$ cat config.mk
export PLATFORM = sky130hd
export DESIGN_NAME = pc_xfer_ctrl
export DESIGN_NICKNAME = d
export VERILOG_FILES = /design/src/rtl/pc_xfer_pkg.sv /design/src/rtl/pc_xfer_ctrl.sv
export SDC_FILE = /design/constraint.sdc
export NUM_CORES = 1
export LEC_CHECK = 0
export BUFFER_PORTS_ARGS = -buffer_cell sky130_fd_sc_hd__buf_2
export CORE_UTILIZATION = 59
export DETAILED_ROUTE_END_ITERATION = 12
export PLACE_DENSITY = 0.95
export SYNTH_ARGS = -nofsm -noshare
export SYNTH_HDL_FRONTEND = slang
export SYNTH_SLANG_ARGS = --single-unit
$ cat constraint.sdc
create_clock -name clk -period 4.8 [get_ports clk]
set_input_delay 0.96 -clock clk [delete_from_list [all_inputs] [get_ports clk]]
set_output_delay 0.96 -clock clk [all_outputs]
set_load 0.05 [all_outputs]
$ cat src/rtl/pc_xfer_pkg.sv
// Shared types and constants for the frame-to-UART transfer controller.
// Latency: n/a (declarations only).
// Backpressure: n/a.
package pc_xfer_pkg;

    // Controller phases; 3-bit encoding.
    typedef enum logic [2:0] {
        S_IDLE     = 3'd0,
        S_HDR      = 3'd1,
        S_RD_ISSUE = 3'd2,
        S_RD_WAIT  = 3'd3,
        S_SEND_HI  = 3'd4,
        S_SEND_LO  = 3'd5,
        S_DONE     = 3'd6
    } state_t;

    // Sync byte that precedes every frame on the UART.
    localparam logic [7:0] HDR_BYTE_DEF = 8'hA5;

    // Pixel width: {r[3:0], g[3:0], b[3:0]}.
    localparam int PIX_W = 12;

endpackage

$ cat src/rtl/pc_xfer_ctrl.sv
// Streams one frame from pixel BRAM to the UART: header byte, then hi/lo byte per pixel.
// Latency: header offered 1 cycle after start; each pixel costs 1 + RD_LAT cycles of read before its bytes.
// Backpressure: tx_valid/tx_data hold until tx_ready; no read is issued until the previous pixel's low byte is taken.
module pc_xfer_ctrl
    import pc_xfer_pkg::*;
#(
    parameter int         ADDR_W     = 17,
    parameter int         NUM_PIXELS = 76800,
    parameter int         RD_LAT     = 2,
    parameter logic [7:0] HDR_BYTE   = HDR_BYTE_DEF
) (
    input  logic              clk,
    input  logic              rst_n,
    input  logic              start,
    input  logic              abort,
    output logic [ADDR_W-1:0] bram_addr,
    output logic              bram_en,
    input  logic [PIX_W-1:0]  bram_dout,
    output logic [7:0]        tx_data,
    output logic              tx_valid,
    input  logic              tx_ready,
    output logic              busy,
    output logic              done
);

    localparam logic [ADDR_W-1:0] LAST_ADDR = ADDR_W'(NUM_PIXELS - 1);
    localparam logic [ADDR_W-1:0] ADDR_ONE  = ADDR_W'(1);
    localparam logic [1:0]        LAT_MAX   = 2'(RD_LAT - 1);

    state_t           state;
    logic [1:0]       wait_cnt;
    logic [PIX_W-1:0] pix;
    logic             abort_q;

    logic             tx_hs;
    logic             abort_hit;

    // A byte leaves when the UART takes it; a pending abort takes effect only at that point.
    assign tx_hs     = tx_valid && tx_ready;
    assign abort_hit = abort || abort_q;

    // Transfer sequencer: every output is a register updated on the transition into the state that owns it.
    always_ff @(posedge clk or negedge rst_n) begin
        if (!rst_n) begin
            state     <= S_IDLE;
            wait_cnt  <= 2'd0;
            pix       <= '0;
            abort_q   <= 1'b0;
            bram_addr <= '0;
            bram_en   <= 1'b0;
            tx_data   <= 8'h00;
            tx_valid  <= 1'b0;
            busy      <= 1'b0;
            done      <= 1'b0;
        end else begin
            // Read enable is a single-cycle pulse unless re-armed below.
            bram_en <= 1'b0;
            case (state)
                S_IDLE: begin
                    abort_q <= 1'b0;
                    if (abort) begin
                        // Abort beats a coincident start and only clears status.
                        done <= 1'b0;
                    end else if (start) begin
                        state     <= S_HDR;
                        busy      <= 1'b1;
                        done      <= 1'b0;
                        bram_addr <= '0;
                        tx_valid  <= 1'b1;
                        tx_data   <= HDR_BYTE;
                    end
                end

                S_HDR: begin
                    if (tx_hs) begin
                        // Header is never followed back-to-back by a byte: the first read comes first.
                        tx_valid <= 1'b0;
                        if (abort_hit) begin
                            state   <= S_IDLE;
                            busy    <= 1'b0;
                            abort_q <= 1'b0;
                        end else begin
                            state   <= S_RD_ISSUE;
                            bram_en <= 1'b1;
                        end
                    end else if (abort) begin
                        abort_q <= 1'b1;
                    end
                end

                S_RD_ISSUE: begin
                    if (abort) begin
                        state <= S_IDLE;
                        busy  <= 1'b0;
                    end else begin
                        state    <= S_RD_WAIT;
                        wait_cnt <= 2'd0;
                    end
                end

                S_RD_WAIT: begin
                    if (abort) begin
                        // Read data still in the BRAM pipeline is simply never captured.
                        state <= S_IDLE;
                        busy  <= 1'b0;
                    end else if (wait_cnt == LAT_MAX) begin
                        pix      <= bram_dout;
                        state    <= S_SEND_HI;
                        tx_valid <= 1'b1;
                        tx_data  <= {4'h0, bram_dout[11:8]};
                    end else begin
                        wait_cnt <= wait_cnt + 2'd1;
                    end
                end

                S_SEND_HI: begin
                    if (tx_hs) begin
                        if (abort_hit) begin
                            state    <= S_IDLE;
                            busy     <= 1'b0;
                            abort_q  <= 1'b0;
                            tx_valid <= 1'b0;
                        end else begin
                            // Low byte follows immediately; tx_valid stays up.
                            state   <= S_SEND_LO;
                            tx_data <= pix[7:0];
                        end
                    end else if (abort) begin
                        abort_q <= 1'b1;
                    end
                end

                S_SEND_LO: begin
                    if (tx_hs) begin
                        tx_valid <= 1'b0;
                        if (abort_hit) begin
                            state   <= S_IDLE;
                            busy    <= 1'b0;
                            abort_q <= 1'b0;
                        end else if (bram_addr == LAST_ADDR) begin
                            state <= S_DONE;
                        end else begin
                            state     <= S_RD_ISSUE;
                            bram_addr <= bram_addr + ADDR_ONE;
                            bram_en   <= 1'b1;
                        end
                    end else if (abort) begin
                        abort_q <= 1'b1;
                    end
                end

                S_DONE: begin
                    // Still busy during this cycle, so a start here is ignored.
                    state <= S_IDLE;
                    busy  <= 1'b0;
                    done  <= !abort;
                end

                default: begin
                    state <= S_IDLE;
                end
            endcase
        end
    end

endmodule

Word-level counts from Yosys, hierarchy flattened --
Cells that the tools add are included.
Word-level totals: bits in registers 43, input port bits 17, word-level logic and storage cells 117
Cells by class: add/sub/neg operators 2, equal/unequal tests 29, muxes and demuxes 52, bitwise logic cells 1, reductions and logical operators 23
Operators by type and width (number):
- two-way mux 17 bit | 5
- two-way mux 8 bit | 6
- one-hot mux 17 bit (2 select lines) | 1
- two-way mux 3 bit | 10
- != test 2 bit (second input constant) | 13
- one-hot mux 8 bit (3 select lines) | 1
- one-hot mux 3 bit (6 select lines) | 1
- AND reduction 6 bit | 3
- adder 17 x 1 -> 17 bit (second input constant) | 1
- equality test 17 bit (second input constant) | 1
- two-way mux 1 bit | 17
- two-way mux 2 bit | 5
- equality test 3 bit (second input constant) | 3
- != test 2 x 1 -> 1 bit (second input constant) | 4
- one-hot mux 1 bit (4 select lines) | 2
- AND reduction 8 bit | 1
- nonzero test 2 bit | 4
- nonzero test 4 bit | 2
- AND reduction 7 bit | 1
- equality test 3 x 2 -> 1 bit (second input constant) | 2
- != test 3 bit (second input constant) | 2
- one-hot mux 1 bit (2 select lines) | 3
- AND reduction 3 bit | 2
- one-hot mux 2 bit (2 select lines) | 1
- 15 further kinds | 16

Longest topological paths before layout --
depth after elaboration 5, gate-level depth with buffers 9, gate-level depth less buffers 7

Worst setup path after synthesis --
No wires, ideal clock.
kind input to register, start point input abort, end point register bram_addr[3], setup time 147 ps, arrival time 2163 ps, data required time 4653 ps, setup slack 2490 ps, cell stages on the path 6, path through buf_2 -> or2_2 -> a21o_1 -> or3_1 -> o211ai_2 -> o31ai_1
Between the ends: cells in the longest elaborated chain, start to end 3, elaborated cells between the ends (all ways) 4
RTL lines:
- start, declared | line pc_xfer_ctrl.sv:15 | input logic abort,
- logical OR 1 bit | line pc_xfer_ctrl.sv:40 | assign abort_hit = abort || abort_q;
- != test 2 bit (no line)
- AND reduction 6 bit (no line) *
- end signal, assigned | line pc_xfer_ctrl.sv:144 | bram_addr <= bram_addr + ADDR_ONE;
- end, declared | line pc_xfer_ctrl.sv:16 | output logic [ADDR_W-1:0] bram_addr,
Mark *: on every way between the ends. The rest lies on a longest branch, timed or not. A chain may end at the register's enable or synchronous reset.

Worst setup path in the final report --
start point register state[2], end point register bram_addr[11]
Between the ends: cells in the longest elaborated chain, start to end 3, elaborated cells between the ends (all ways) 10
RTL lines:
- start, declared | line pc_xfer_ctrl.sv:30 | state_t state;
- start signal, assigned | line pc_xfer_ctrl.sv:45 | state <= S_IDLE;
- start signal, assigned | line pc_xfer_ctrl.sv:65 | state <= S_HDR;
- start signal, assigned | line pc_xfer_ctrl.sv:79 | state <= S_IDLE;
- equality test 3 bit / logical NOT 3 bit (equally long branches) | line pc_xfer_ctrl.sv:58 | case (state)
- != test 2 bit (no line) / nonzero test 2 bit (equally long branches)
- AND reduction 6 bit (no line)
Several ways; a longest one is shown, not always the timed one.

==> flow_metrics.env <==
export IMPL_outcome="finished, final reports clean"
export IMPL_rows=22
export IMPL_area_growth_syn_to_layout_pct=12.9
export IMPL_synthMuxAreaShare=0.0561
export IMPL_yosys_area_share_simple=0.212
export IMPL_synth_commonest_cells="43 x sky130_fd_sc_hd__dfrtp_1, 27 x sky130_fd_sc_hd__nand2_1, 19 x sky130_fd_sc_hd__o21ai_0"
export IMPL_dp_final_hpwl_mm=3.67
export IMPL_cts_post_setup_buffers_inserted=0
export IMPL_regToRegStartpoint="state[2]$_DFFE_PN0P_"
export IMPL_floorplan_die_width_um=65.6
export IMPL_synth_cell_area_um2=2390
export IMPL_wl_per_cell_um=15.0
export IMPL_antenna_found_initial=0
export IMPL_dominantRegCellSynth="sky130_fd_sc_hd__dfrtp_1"
export IMPL_yosysWarningCount=0
export IMPL_avgSynthCellArea_um2=9.18
export IMPL_dr_total_vias=2161
export IMPL_timing_worst_setup_path_type="reg2reg"
export IMPL_clock_latency_on_the_worst_skew_pair_ps=300
export IMPL_transition_time_at_the_pin_with_the_least_slew_margin_ps=1240
export IMPL_grt_remaining_overflow=0
export IMPL_postPlaceCellArea_um2=2590
export IMPL_nNetsFinal=313
export IMPL_root_buffer="sky130_fd_sc_hd__clkbuf_8"
export IMPL_holdBufCountCts=0
export IMPL_yosys_area_share_adder=0.0105
export IMPL_tritoncts_num_sinks=43
export IMPL_drt_via_density=6.30
export IMPL_timing_final_setup_violations=0
export IMPL_cts_tree="done"
export IMPL_synth_top_family_by_area="compound AO/OA/AOI/OAI gates"
export IMPL_worstHoldPathType="reg2reg"
export IMPL_p_per_area_nw_per_um2=434
export IMPL_detail_route_first_pass_iterations=5
export IMPL_gp_congestion=0.949
export IMPL_fin_crit_sh=0.549
export IMPL_synth_most_common_cell="sky130_fd_sc_hd__dfrtp_1"
export IMPL_setup_tns_final_ps=0
export IMPL_final_hold_violation_count=0
export IMPL_worst_reg2reg_path_endpoint="bram_addr[11]$_DFFE_PN0P_"
export IMPL_fillerInstances=292
export IMPL_achievable_frequency_mhz=380
export IMPL_drc_marker_count_from_the_first_detailed_route_iteration=165
export IMPL_pin_count=46
export IMPL_cellLeakagePower_nw=1.23
export IMPL_synth_ff_latch_count=43
export IMPL_h_tree_depth=2
export IMPL_worst_ep_arrival_time_ps=2840
export IMPL_fin_skew_ps=10.7
export IMPL_ys_types=47
export IMPL_cts_made_buffers=5
export IMPL_cts_path_max_buffers=2
export IMPL_antenna_violating_nets_post_route=0
export IMPL_maximum_number_of_pins_on_one_net_before_global_route_repair=44
export IMPL_grt_pass1_wl_mm=8.83
export IMPL_synth_fp_nets=279
export IMPL_clk_transition_reported_paths_ps=90
export IMPL_seq_area_frac_synth=0.451
export IMPL_portBuffers=45
export IMPL_synth_xor_area_frac=0
export IMPL_r2r_worst_path_cells=5
export IMPL_design_area_um2=2690
export IMPL_initial_utilization=0.633
export IMPL_synth_top_cell_area_share=0.451
export IMPL_critical_path_startpoint_type="flop"
export IMPL_post_cts_resized=0
export IMPL_synth_enable_flop_cells=0
export IMPL_routed_wl_mm=5.14
export IMPL_synth_compound_area_frac=0.232
export IMPL_timing_hold_worst_start="tx_data[1]$_DFFE_PN0P_"
export IMPL_die_h_um=65.6
export IMPL_final_layout_size_suffix_gt1_frac=0.244
export IMPL_path_max_fanout=16
export IMPL_area_inside_the_core_boundary_um2=3770
export IMPL_end_kind="flop"
export IMPL_grt_setup_unrepaired="no"
export IMPL_max_cap_viol_count=0
export IMPL_number_of_global_route_vias_before_repair=1974
export IMPL_async_reset_ff_frac=1.00
export IMPL_die_area_um2=4300
export IMPL_finalMaxSlewViolations=0
export IMPL_drc=0
export IMPL_worst_hold_path_cells=2
export IMPL_synthCells=260
export IMPL_critical_path_required_ps=5000
export IMPL_n_antenna_cell=0
export IMPL_timing_slew_headroom=0.167
export IMPL_netlist_top_cells_area="sky130_fd_sc_hd__dfrtp_1 45%, sky130_fd_sc_hd__mux2_2 5.2%, sky130_fd_sc_hd__o31ai_1 4.4%, sky130_fd_sc_hd__nand2_1 4.2%, sky130_fd_sc_hd__o21ai_0 4.0%"
export IMPL_r2r_setup_slack_ps=2170
export IMPL_final_min_clock_period_ps=2630
export IMPL_min_to="tx_data[1]$_DFFE_PN0P_"
export IMPL_track_usage=0.265
export IMPL_vdd_drop_max_uv=314
export IMPL_netlist_top_cell_by_area="sky130_fd_sc_hd__dfrtp_1"
==> placed cells by master, fill, tap and decap left out, types with 6 or more instances in the layout <==
| master | n |
|---|---|
| sky130_fd_sc_hd__nand2b_1 | 6 |
| sky130_fd_sc_hd__nand3_1 | 9 |
| sky130_fd_sc_hd__buf_2 | 45 |
| sky130_fd_sc_hd__dfrtp_1 | 43 |
| sky130_fd_sc_hd__nor2_1 | 16 |
| sky130_fd_sc_hd__nand2_1 | 27 |
| sky130_fd_sc_hd__o31ai_1 | 14 |
| sky130_fd_sc_hd__o21ai_0 | 19 |
| sky130_fd_sc_hd__mux2_2 | 11 |
| sky130_fd_sc_hd__o21ai_1 | 15 |
| sky130_fd_sc_hd__clkbuf_8 | 7 |
| sky130_fd_sc_hd__a21oi_1 | 13 |
==> critical path, stage by stage, from the launching register on <==
cell	delay, ps
sky130_fd_sc_hd__dfrtp_1	630
sky130_fd_sc_hd__nor2b_1	220
sky130_fd_sc_hd__nand2_1	280
sky130_fd_sc_hd__o31ai_1	1090
sky130_fd_sc_hd__o21ai_1	190
sky130_fd_sc_hd__o31ai_1	130
==> routing by layer <==
metal	wire [um]	GRT usage
met5	0	0
met2	2540	0.428
met3	310	0.0590
met4	42	0.0951
met1	2250	0.348
==> cells by family (layout without fill, tap and decap cells) <==
kind of cell / Yosys count / in the layout
muxes: 12 / 12
AOI/OAI and AO/OA: 88 / 88
and+or+nand+nor: 94 / 94
DFF: 43 / 43
adders and majority gates: 2 / 2
buffers and inverters: 21 / 56
==> per-stage QoR <==
step | hold WS, ps | util | cells | setup WS, ps | total power [W]
finish | 485 | 0.714 | 343 | 2170 | 0.00117
global route | 514 | 0.714 | 343 | 1880 | 0.00124
CTS | 492 | 0.714 | 343 | 2210 | 0.00117
detailed placement | 474 | 0.687 | 335 | 2020 | 0.000915
global placement | 460 | 0.687 | 335 | 2110 | 0.000896
floorplan | 479 | - | 260 | 2490 | 0.000824
==> where the power goes <==
part           total [W]  switching, W  internal (W)
Combinational   0.000398      0.000262      0.000136
Sequential      0.000511     0.0000777      0.000433
Clock           0.000261      0.000130      0.000131
Total            0.00117      0.000469      0.000701
==> layout make-up <==
| type | count | area, um^2 | share of cell area |
|---|---|---|---|
| sequential | 43 | 1080 | 0.399 |
| tap | 48 | 60.1 | 0.0223 |
| clock buffer | 7 | 96.3 | 0.0358 |
| multi-input combinational | 196 | 1220 | 0.452 |
| inverter | 3 | 11.3 | 0.00418 |
| clock inverter | 1 | 7.51 | 0.00279 |
| timing repair buffer | 45 | 225 | 0.0836 |
==> sequential cells by signal (all words and copies together), names as in the netlist <==
register	cells
tx_valid	1
tx_data	8
done	1
busy	1
bram_addr	17
state	3
abort_q	1
wait_cnt	2
bram_en	1
pix	8
==> how the worst max path moves through the flow <==
| stage | startpoint | endpoint | slack, ps | depth (start not counted) |
|---|---|---|---|---|
| 2_1_floorplan | abort | bram_addr[3]$_DFFE_PN0P_ | 2490 | 6 |
| 3_3_place_gp | abort | tx_data[0]$_DFFE_PN0P_ | 2110 | 5 |
| 3_5_place_dp | abort | tx_data[0]$_DFFE_PN0P_ | 2020 | 5 |
| 4_1_cts | state[2]$_DFFE_PN0P_ | bram_addr[11]$_DFFE_PN0P_ | 2210 | 5 |
| 5_1_grt | state[2]$_DFFE_PN0P_ | bram_addr[11]$_DFFE_PN0P_ | 1880 | 5 |
| 6_report | state[2]$_DFFE_PN0P_ | bram_addr[11]$_DFFE_PN0P_ | 2170 | 5 |
Power figures use the tool's default switching activity.
